## config.mk

```make
export PLATFORM = sky130hd
export DESIGN_NAME = memory_arbiter_flat
export DESIGN_NICKNAME = d
export VERILOG_FILES = /design/src/rtl/cpu_types_pkg.sv /design/src/rtl/memory_arbiter_if.sv /design/src/rtl/memory_arbiter.sv /design/src/flat_wrapper.sv
export SDC_FILE = /design/constraint.sdc
export NUM_CORES = 1
export LEC_CHECK = 0
export BUFFER_PORTS_ARGS = -buffer_cell sky130_fd_sc_hd__buf_2
export CELL_PAD_IN_SITES_DETAIL_PLACEMENT = 1
export CELL_PAD_IN_SITES_GLOBAL_PLACEMENT = 2
export CORE_MARGIN = 5
export CORE_UTILIZATION = 12
export CTS_CLUSTER_DIAMETER = 200
export DETAILED_ROUTE_END_ITERATION = 16
export GPL_TIMING_DRIVEN = 0
export PLACE_DENSITY = 0.87
export SLEW_MARGIN = 10
export SYNTH_ARGS = -nofsm -noshare
export SYNTH_HDL_FRONTEND = slang
export SYNTH_SLANG_ARGS = --single-unit
```

## constraint.sdc

```tcl
create_clock -name CLK -period 2.2 [get_ports CLK]
set_input_delay 0.44 -clock CLK [delete_from_list [all_inputs] [get_ports CLK]]
set_output_delay 0.44 -clock CLK [all_outputs]
set_load 0.01 [all_outputs]
```

## src/rtl/cpu_types_pkg.sv

```systemverilog
// cpu_types_pkg: shared CPU word, RAM handshake state and arbiter FSM types
package cpu_types_pkg;

    typedef logic [31:0] word_t;

    typedef enum logic [1:0] {
        FREE   = 2'd0,
        BUSY   = 2'd1,
        ACCESS = 2'd2,
        ERROR  = 2'd3
    } ramstate_t;

    typedef enum logic [1:0] {
        IDLE    = 2'd0,
        GRANT_I = 2'd1,
        GRANT_D = 2'd2
    } arb_state_t;

endpackage

```

## src/rtl/memory_arbiter_if.sv

```systemverilog
// memory_arbiter_if: instruction/data request ports and the shared RAM port of the arbiter
interface memory_arbiter_if;
    import cpu_types_pkg::*;

    logic      iREN;
    word_t     iaddr;
    logic      iwait;
    word_t     iload;
    logic      dREN;
    logic      dWEN;
    word_t     daddr;
    word_t     dstore;
    logic      dwait;
    word_t     dload;
    logic      ramREN;
    logic      ramWEN;
    word_t     ramaddr;
    word_t     ramstore;
    word_t     ramload;
    ramstate_t ramstate;

    // requesters and RAM model side
    modport master (
        output iREN, iaddr, dREN, dWEN, daddr, dstore, ramload, ramstate,
        input  iwait, iload, dwait, dload, ramREN, ramWEN, ramaddr, ramstore
    );

    // arbiter side
    modport slave (
        input  iREN, iaddr, dREN, dWEN, daddr, dstore, ramload, ramstate,
        output iwait, iload, dwait, dload, ramREN, ramWEN, ramaddr, ramstore
    );

endinterface

```

## src/rtl/memory_arbiter.sv

```systemverilog
// memory_arbiter: shares one RAM port between I and D requesters; define ARB_ROUNDROBIN_EN for alternating priority, else fixed D priority with starvation limit
module memory_arbiter
    import cpu_types_pkg::*;
#(
    parameter int STARVE_MAX = 4
) (
    input logic             CLK,
    input logic             RST,
    memory_arbiter_if.slave bus
);

    arb_state_t state_q, state_d, cur;
    logic       d_req, pick_i, done;

    assign d_req = bus.dREN | bus.dWEN;

`ifdef ARB_ROUNDROBIN_EN
    logic last_i_q, last_i_d;

    // the requester granted last loses the next contention
    always_comb begin
        pick_i   = bus.iREN && (!d_req || !last_i_q);
        last_i_d = last_i_q;
        if (state_q == IDLE && state_d != IDLE) last_i_d = (state_d == GRANT_I);
    end

    // pointer register; reset makes D the preferred requester
    always_ff @(posedge CLK) begin
        if (RST) last_i_q <= 1'b1;
        else     last_i_q <= last_i_d;
    end
`else
    localparam int CW = $clog2(STARVE_MAX + 1);

    logic [CW-1:0] starve_q, starve_d;
    logic          starved;

    // D wins unless I has waited through STARVE_MAX consecutive D grants
    always_comb begin
        starved  = (starve_q == CW'(STARVE_MAX));
        pick_i   = bus.iREN && (!d_req || starved);
        starve_d = starve_q;
        if (state_q == IDLE)
            starve_d = pick_i ? '0 :
                       (d_req && bus.iREN) ? (starved ? starve_q : starve_q + 1'b1) :
                       !bus.iREN ? '0 : starve_q;
    end

    // starvation counter register
    always_ff @(posedge CLK) begin
        if (RST) starve_q <= '0;
        else     starve_q <= starve_d;
    end
`endif

    // FSM state register
    always_ff @(posedge CLK) begin
        if (RST) state_q <= IDLE;
        else     state_q <= state_d;
    end

    // next state and RAM/requester muxing; reset forces the idle outputs
    always_comb begin
        cur          = RST ? IDLE : state_q;
        state_d      = cur;
        done         = 1'b0;
        bus.ramREN   = 1'b0;
        bus.ramWEN   = 1'b0;
        bus.ramaddr  = '0;
        bus.ramstore = '0;
        bus.iload    = '0;
        bus.dload    = '0;
        bus.iwait    = bus.iREN;
        bus.dwait    = d_req;
        case (cur)
            IDLE: state_d = pick_i ? GRANT_I : d_req ? GRANT_D : IDLE;
            GRANT_I: begin
                done        = bus.iREN && bus.ramstate == ACCESS;
                bus.ramREN  = bus.iREN;
                bus.ramaddr = bus.iREN ? bus.iaddr : '0;
                bus.iwait   = bus.iREN && !done;
                bus.iload   = done ? bus.ramload : '0;
                state_d     = (!bus.iREN || done) ? IDLE : GRANT_I;
            end
            GRANT_D: begin
                done         = d_req && bus.ramstate == ACCESS;
                bus.ramWEN   = bus.dWEN;
                bus.ramREN   = bus.dREN && !bus.dWEN;
                bus.ramaddr  = d_req ? bus.daddr : '0;
                bus.ramstore = bus.dWEN ? bus.dstore : '0;
                bus.dwait    = d_req && !done;
                bus.dload    = done ? bus.ramload : '0;
                state_d      = (!d_req || done) ? IDLE : GRANT_D;
            end
            default: state_d = IDLE;
        endcase
    end

endmodule
```

## src/flat_wrapper.sv

```systemverilog
// flat-port wrapper written by rule: the top's interface ports become plain ports
module memory_arbiter_flat import cpu_types_pkg::*;
#(
    parameter int STARVE_MAX = 4
)
  (CLK, RST, bus_iREN, bus_iaddr, bus_dREN, bus_dWEN, bus_daddr, bus_dstore, bus_ramload, bus_ramstate, bus_iwait, bus_iload, bus_dwait, bus_dload, bus_ramREN, bus_ramWEN, bus_ramaddr, bus_ramstore);
  memory_arbiter_if bus_i ();
  input logic CLK;
  input logic RST;
  input wire logic [$bits(bus_i.iREN)-1:0] bus_iREN;
  input wire logic [$bits(bus_i.iaddr)-1:0] bus_iaddr;
  input wire logic [$bits(bus_i.dREN)-1:0] bus_dREN;
  input wire logic [$bits(bus_i.dWEN)-1:0] bus_dWEN;
  input wire logic [$bits(bus_i.daddr)-1:0] bus_daddr;
  input wire logic [$bits(bus_i.dstore)-1:0] bus_dstore;
  input wire logic [$bits(bus_i.ramload)-1:0] bus_ramload;
  input wire logic [$bits(bus_i.ramstate)-1:0] bus_ramstate;
  output wire logic [$bits(bus_i.iwait)-1:0] bus_iwait;
  output wire logic [$bits(bus_i.iload)-1:0] bus_iload;
  output wire logic [$bits(bus_i.dwait)-1:0] bus_dwait;
  output wire logic [$bits(bus_i.dload)-1:0] bus_dload;
  output wire logic [$bits(bus_i.ramREN)-1:0] bus_ramREN;
  output wire logic [$bits(bus_i.ramWEN)-1:0] bus_ramWEN;
  output wire logic [$bits(bus_i.ramaddr)-1:0] bus_ramaddr;
  output wire logic [$bits(bus_i.ramstore)-1:0] bus_ramstore;
  assign bus_i.iREN = bus_iREN;
  assign bus_i.iaddr = bus_iaddr;
  assign bus_i.dREN = bus_dREN;
  assign bus_i.dWEN = bus_dWEN;
  assign bus_i.daddr = bus_daddr;
  assign bus_i.dstore = bus_dstore;
  assign bus_i.ramload = bus_ramload;
  assign bus_i.ramstate = bus_ramstate;
  assign bus_iwait = bus_i.iwait;
  assign bus_iload = bus_i.iload;
  assign bus_dwait = bus_i.dwait;
  assign bus_dload = bus_i.dload;
  assign bus_ramREN = bus_i.ramREN;
  assign bus_ramWEN = bus_i.ramWEN;
  assign bus_ramaddr = bus_i.ramaddr;
  assign bus_ramstore = bus_i.ramstore;
  memory_arbiter #(.STARVE_MAX(STARVE_MAX)) u_core (.CLK(CLK), .RST(RST), .bus(bus_i));
endmodule
```

# Word-level counts from Yosys, hierarchy flattened
# Cells that the tools add are included.
# word_totals
ff_bits,5
output_inout_bits,132
word_cells,51
# classes
n_addsub,1
eq_ne,6
n_mux,23
bitwise_logic,1
reduce_logical,18
# ops
operator,count
two-way mux 32 bit,8
one-hot mux 32 bit (2 select lines),1
two-way mux 3 bit,4
two-way mux 2 bit,4
logical AND 1 bit,7
one-hot mux 2 bit (3 select lines),1
zero test 1 bit,5
"equality test 2 bit, second input constant",2
zero test 2 bit,2
two-way mux 1 bit,4
"adder 3 x 1 -> 3 bit, second input constant",1
"equality test 3 bit, second input constant",1
logical OR 1 bit,3
"inequality test 3 x 1 -> 1 bit, second input constant",1
"inequality test 3 x 2 -> 1 bit, second input constant",1
AND reduction 3 bit,1
"equality test 2 x 1 -> 1 bit, second input constant",1
one-hot mux 1 bit (2 select lines),1
OR 1 bit,1

# Logic depth before layout (Yosys ltp)
# depth
word_depth,6
depth_mapped,9
ltp_nobuf,6

# Worst setup path before layout
# OpenSTA, ideal clock, no wires.
# synth_path
path_kind,input -> output
from,input port RST
to,output port bus_ramaddr[10]
t_arrival_ns,1.595
t_required_ns,1.760
setup_slack_ns,0.165
stages,9
n_path_buf,3
cell_sequence,nand2b_1 inv_1 ha_1 buf_6 o21a_4 buf_6 buf_8 a22oi_2 nor2b_1
# synth_between
elab_chain_len,3
# synth_rtl
element,line_no,source
"start, declared",flat_wrapper.sv:9,input logic RST;
two-way mux 2 bit (*),memory_arbiter.sv:64,cur = RST ? IDLE : state_q;
equality test 2 bit or equality test 2 x 1 -> 1 bit (tied branches),memory_arbiter.sv:75,case (cur)
one-hot mux 32 bit (2 select lines) (*),memory_arbiter.sv:75,
"end, declared",flat_wrapper.sv:24,output wire logic [$bits(bus_i.ramaddr)-1:0] bus_ramaddr;
# Every way passes the cells marked *; elsewhere a longest branch is shown, timed or not.

# Final worst setup path
# layout_path
from,input port RST
to,output port bus_ramaddr[2]
# The elaborated chain is that of the path after synthesis.

==> results.sh <==
export IMPL_multi_input_area_sq_um=1610
export IMPL_slew_headroom_pct=73.5
export IMPL_hold_violations=0
export IMPL_die_w_microns=129
export IMPL_yosysWarnings=0
export IMPL_cts_sinks=5
export IMPL_stdcell_count=707
export IMPL_place_area_sq_um=3260
export IMPL_final_util_pct=28.8
export IMPL_cts_buffer_depth=2
export IMPL_dr_total_vias=3013
export IMPL_power_per_cell_area_nw_per_um2=214
export IMPL_setup_slack_ns=-0.0268
export IMPL_hp_class="in -> reg"
export IMPL_design_area_sq_um=4000
export IMPL_hold_depth=2
export IMPL_ios=267
export IMPL_drc=0
export IMPL_grt_pass1_vias=3203
export IMPL_final_setup_viol_count=12
export IMPL_postCtsHoldBufs=0
export IMPL_ir_drop_mv=0.380
export IMPL_cts_made_buffers=3
export IMPL_coreArea_sq_um=13900
export IMPL_synth_cell_types=32
export IMPL_antenna_found_initial=0
export IMPL_synthXorXnorAreaFrac_pct=0
export IMPL_drt_iter0_drc=60
export IMPL_diodes=0
export IMPL_firstDrtPassIters=4
export IMPL_dieArea_sq_um=16700
export IMPL_syn_area_sq_um=1700
export IMPL_grt_max_degree=11
export IMPL_dp_hpwl_microns=10400
export IMPL_synth_compound_area_share_pct=22.4
export IMPL_crit_required_ns=1.76
export IMPL_wl_per_cell_microns=17.9
export IMPL_worstPathMaxFanout=7
export IMPL_synthAdderAreaFrac_pct=4.41
export IMPL_ys_seq_area_share_pct=5.87
export IMPL_drive_above_1_share_pct=69.6
export IMPL_syn_inst=241
export IMPL_ant_nets=0
export IMPL_static_leakage_power_nw=2.40
export IMPL_wirelength_microns=12600
export IMPL_synth_top_family_by_area="simple AND/OR/NAND/NOR gates"
export IMPL_syn_nets=382
export IMPL_cts_tree="yes"
export IMPL_synth_avg_cell_area_sq_um=7.07
export IMPL_grt_overflow_total=0
export IMPL_fmax_ghz=0.449
export IMPL_endpoint_kind="output pin"
export IMPL_clk_pin_slew_ns=0.03
export IMPL_gp_congestion=0.797
export IMPL_fin_crit_sh_pct=101
export IMPL_fin_skew_ns=0.00103
export IMPL_rsz0062_at_grt="true"
export IMPL_p_switching_w=0.000284
export IMPL_nets=669
export IMPL_finalMaxSlewViolations=0
export IMPL_p_comb_share_pct=52.7
export IMPL_fp_dieH_microns=129
export IMPL_pwr_share_clk_pct=35.8
export IMPL_ff_latch_area_sq_um=108
export IMPL_outcome="finished, violations left"
export IMPL_worstSkewPairLatency_ns=0.23
export IMPL_port_buffers=266
export IMPL_synth_simple_area_share_pct=54.8
export IMPL_violations="negative setup slack"
export IMPL_initial_utilization_pct=12.3
export IMPL_track_usage_pct=13.5
export IMPL_cts_htree_levels=1
export IMPL_cap_viol_max_count=0
export IMPL_startpoint_type="primary input"
export IMPL_holdWs_ns=0.376
export IMPL_crit_type="in -> out"
export IMPL_arrival_ns=1.79
export IMPL_syn_to_final_growth_pct=135
export IMPL_min_period_ns=2.23
export IMPL_intPower_w=0.000574
export IMPL_grt_pass1_wl_microns=18200
export IMPL_num_fill_cells=1728
export IMPL_seq_power_share_pct=11.5
export IMPL_dpl_cell_count=687
export IMPL_fin_setup_tns_ns=-0.130
export IMPL_rows=43
export IMPL_swShare_pct=33.1
export IMPL_root_buffer="clkbuf_16"
export IMPL_drt_vias_per_instance=4.26
export IMPL_synth_seq_cells=5
export IMPL_tightest_slew_ns=0.398
export IMPL_reg2reg_depth=5
export IMPL_muxShareOfSynthArea_pct=0
final timing paths:
path / from / endpoint / slack (ns)
setup reg to reg: u_core.starve_q[0] / u_core.starve_q[1] / 0.83
hold reg to reg: u_core.starve_q[0] / u_core.starve_q[0] / 0.51
setup / recovery: RST / bus_ramaddr[2] / -0.03
hold / removal: RST / u_core.state_q[0] / 0.38
through the flow:
stage	total power, W	worst slack (ns)
detailed placement	0.000465	-0.311
CTS	0.000850	-0.0486
global route	0.000915	-0.0744
global placement	0.000452	-0.300
floorplan	0.000254	0.165
finish	0.000858	-0.0268
routing by layer:
metal,vias to the layer above,share of wire [%],track usage (%)
met2,112,55,26.3
met4,0,0.77,2.04
met1,1431,38,15.8
met5,-,0,0
met3,8,7.1,2.06
li1,1462,-,-
area by class of cell:
type                            instances  area share, %
Clock buffer                            4           1.97
Timing Repair Buffer                  284           41.7
Tap cell                              180           5.63
Buffer                                 30           7.29
Inverter                                4          0.438
Sequential cell                         5           2.69
Multi-Input combinational cell        200           40.2
power groups by stage:
stage	clock network [W]	registers [W]	logic (W)
2_1_floorplan	0	0.0000997	0.000154
3_3_place_gp	0	0.000101	0.000352
3_5_place_dp	0	0.000101	0.000364
4_1_cts	0.000313	0.0000988	0.000439
5_1_grt	0.000322	0.0000994	0.000493
6_report	0.000307	0.0000987	0.000452
sequential cells by signal (all words and copies together) (netlist names):
signal and count:
u_core.starve_q 3, u_core.state_q 2
critical path, stage by stage:
cell and delay, ns:
buf_8 0.10, nand2b_4 0.15, buf_6 0.13, ha_4 0.16
and2_4 0.18, buf_12 0.15, clkbuf_16 0.16, a22oi_2 0.12
nor2b_1 0.06, buf_2 0.14
cells in the final DEF (no fill, tap or decap), types with 4 or more instances in the layout:
cell type	count
a22oi_2	32
and3_1	85
and3_4	11
buf_12	7
buf_2	258
buf_4	12
buf_6	12
buf_8	5
clkbuf_1	8
clkbuf_16	6
clkbuf_2	5
nand3_1	4
nor2b_1	33
cell families after synthesis:
group	after synthesis
AND/OR/NAND/NOR	150
adder cells (fa/ha/maj)	6
AO/OA/AOI/OAI	44
buffers and inverters	36
flip-flops	5
cells in the mapped netlist:
library cell | number | area, sq um
buf_4 | 3 | 22.5
a21oi_1 | 2 | 10.0
and2_1 | 2 | 12.5
clkbuf_1 | 13 | 48.8
nand2_1 | 2 | 7.51
buf_8 | 1 | 15.0
ha_1 | 6 | 75.1
and3_1 | 96 | 601
nor4b_1 | 2 | 17.5
nand3_1 | 4 | 20.0
a22oi_1 | 24 | 180
nor2_1 | 2 | 7.51
o2bb2ai_1 | 1 | 8.76
or2_2 | 1 | 6.26
nand2b_1 | 3 | 18.8
clkbuf_2 | 2 | 10.0
nor4_1 | 1 | 6.26
o21ba_2 | 1 | 10.0
dfxtp_1 | 5 | 100
buf_6 | 6 | 67.6
o21ai_0 | 2 | 10.0
o21a_4 | 1 | 15.0
o21a_1 | 1 | 7.51
nand4_1 | 2 | 12.5
a22oi_2 | 10 | 125
nor2b_2 | 1 | 8.76
and3b_1 | 1 | 8.76
a21boi_0 | 1 | 7.51
buf_2 | 7 | 35.0
inv_1 | 4 | 15.0
nor2b_1 | 33 | 206
a211oi_1 | 1 | 7.51
timing repair:
action                     in CTS  in global routing
setup endpoints to repair     117                101
pin swaps                      14                  4
gates resized for setup        81                 26
hold endpoints to repair        0                  0
setup buffers                   8                  4
cloned                          3                  3
Power figures use the tool's default switching activity.
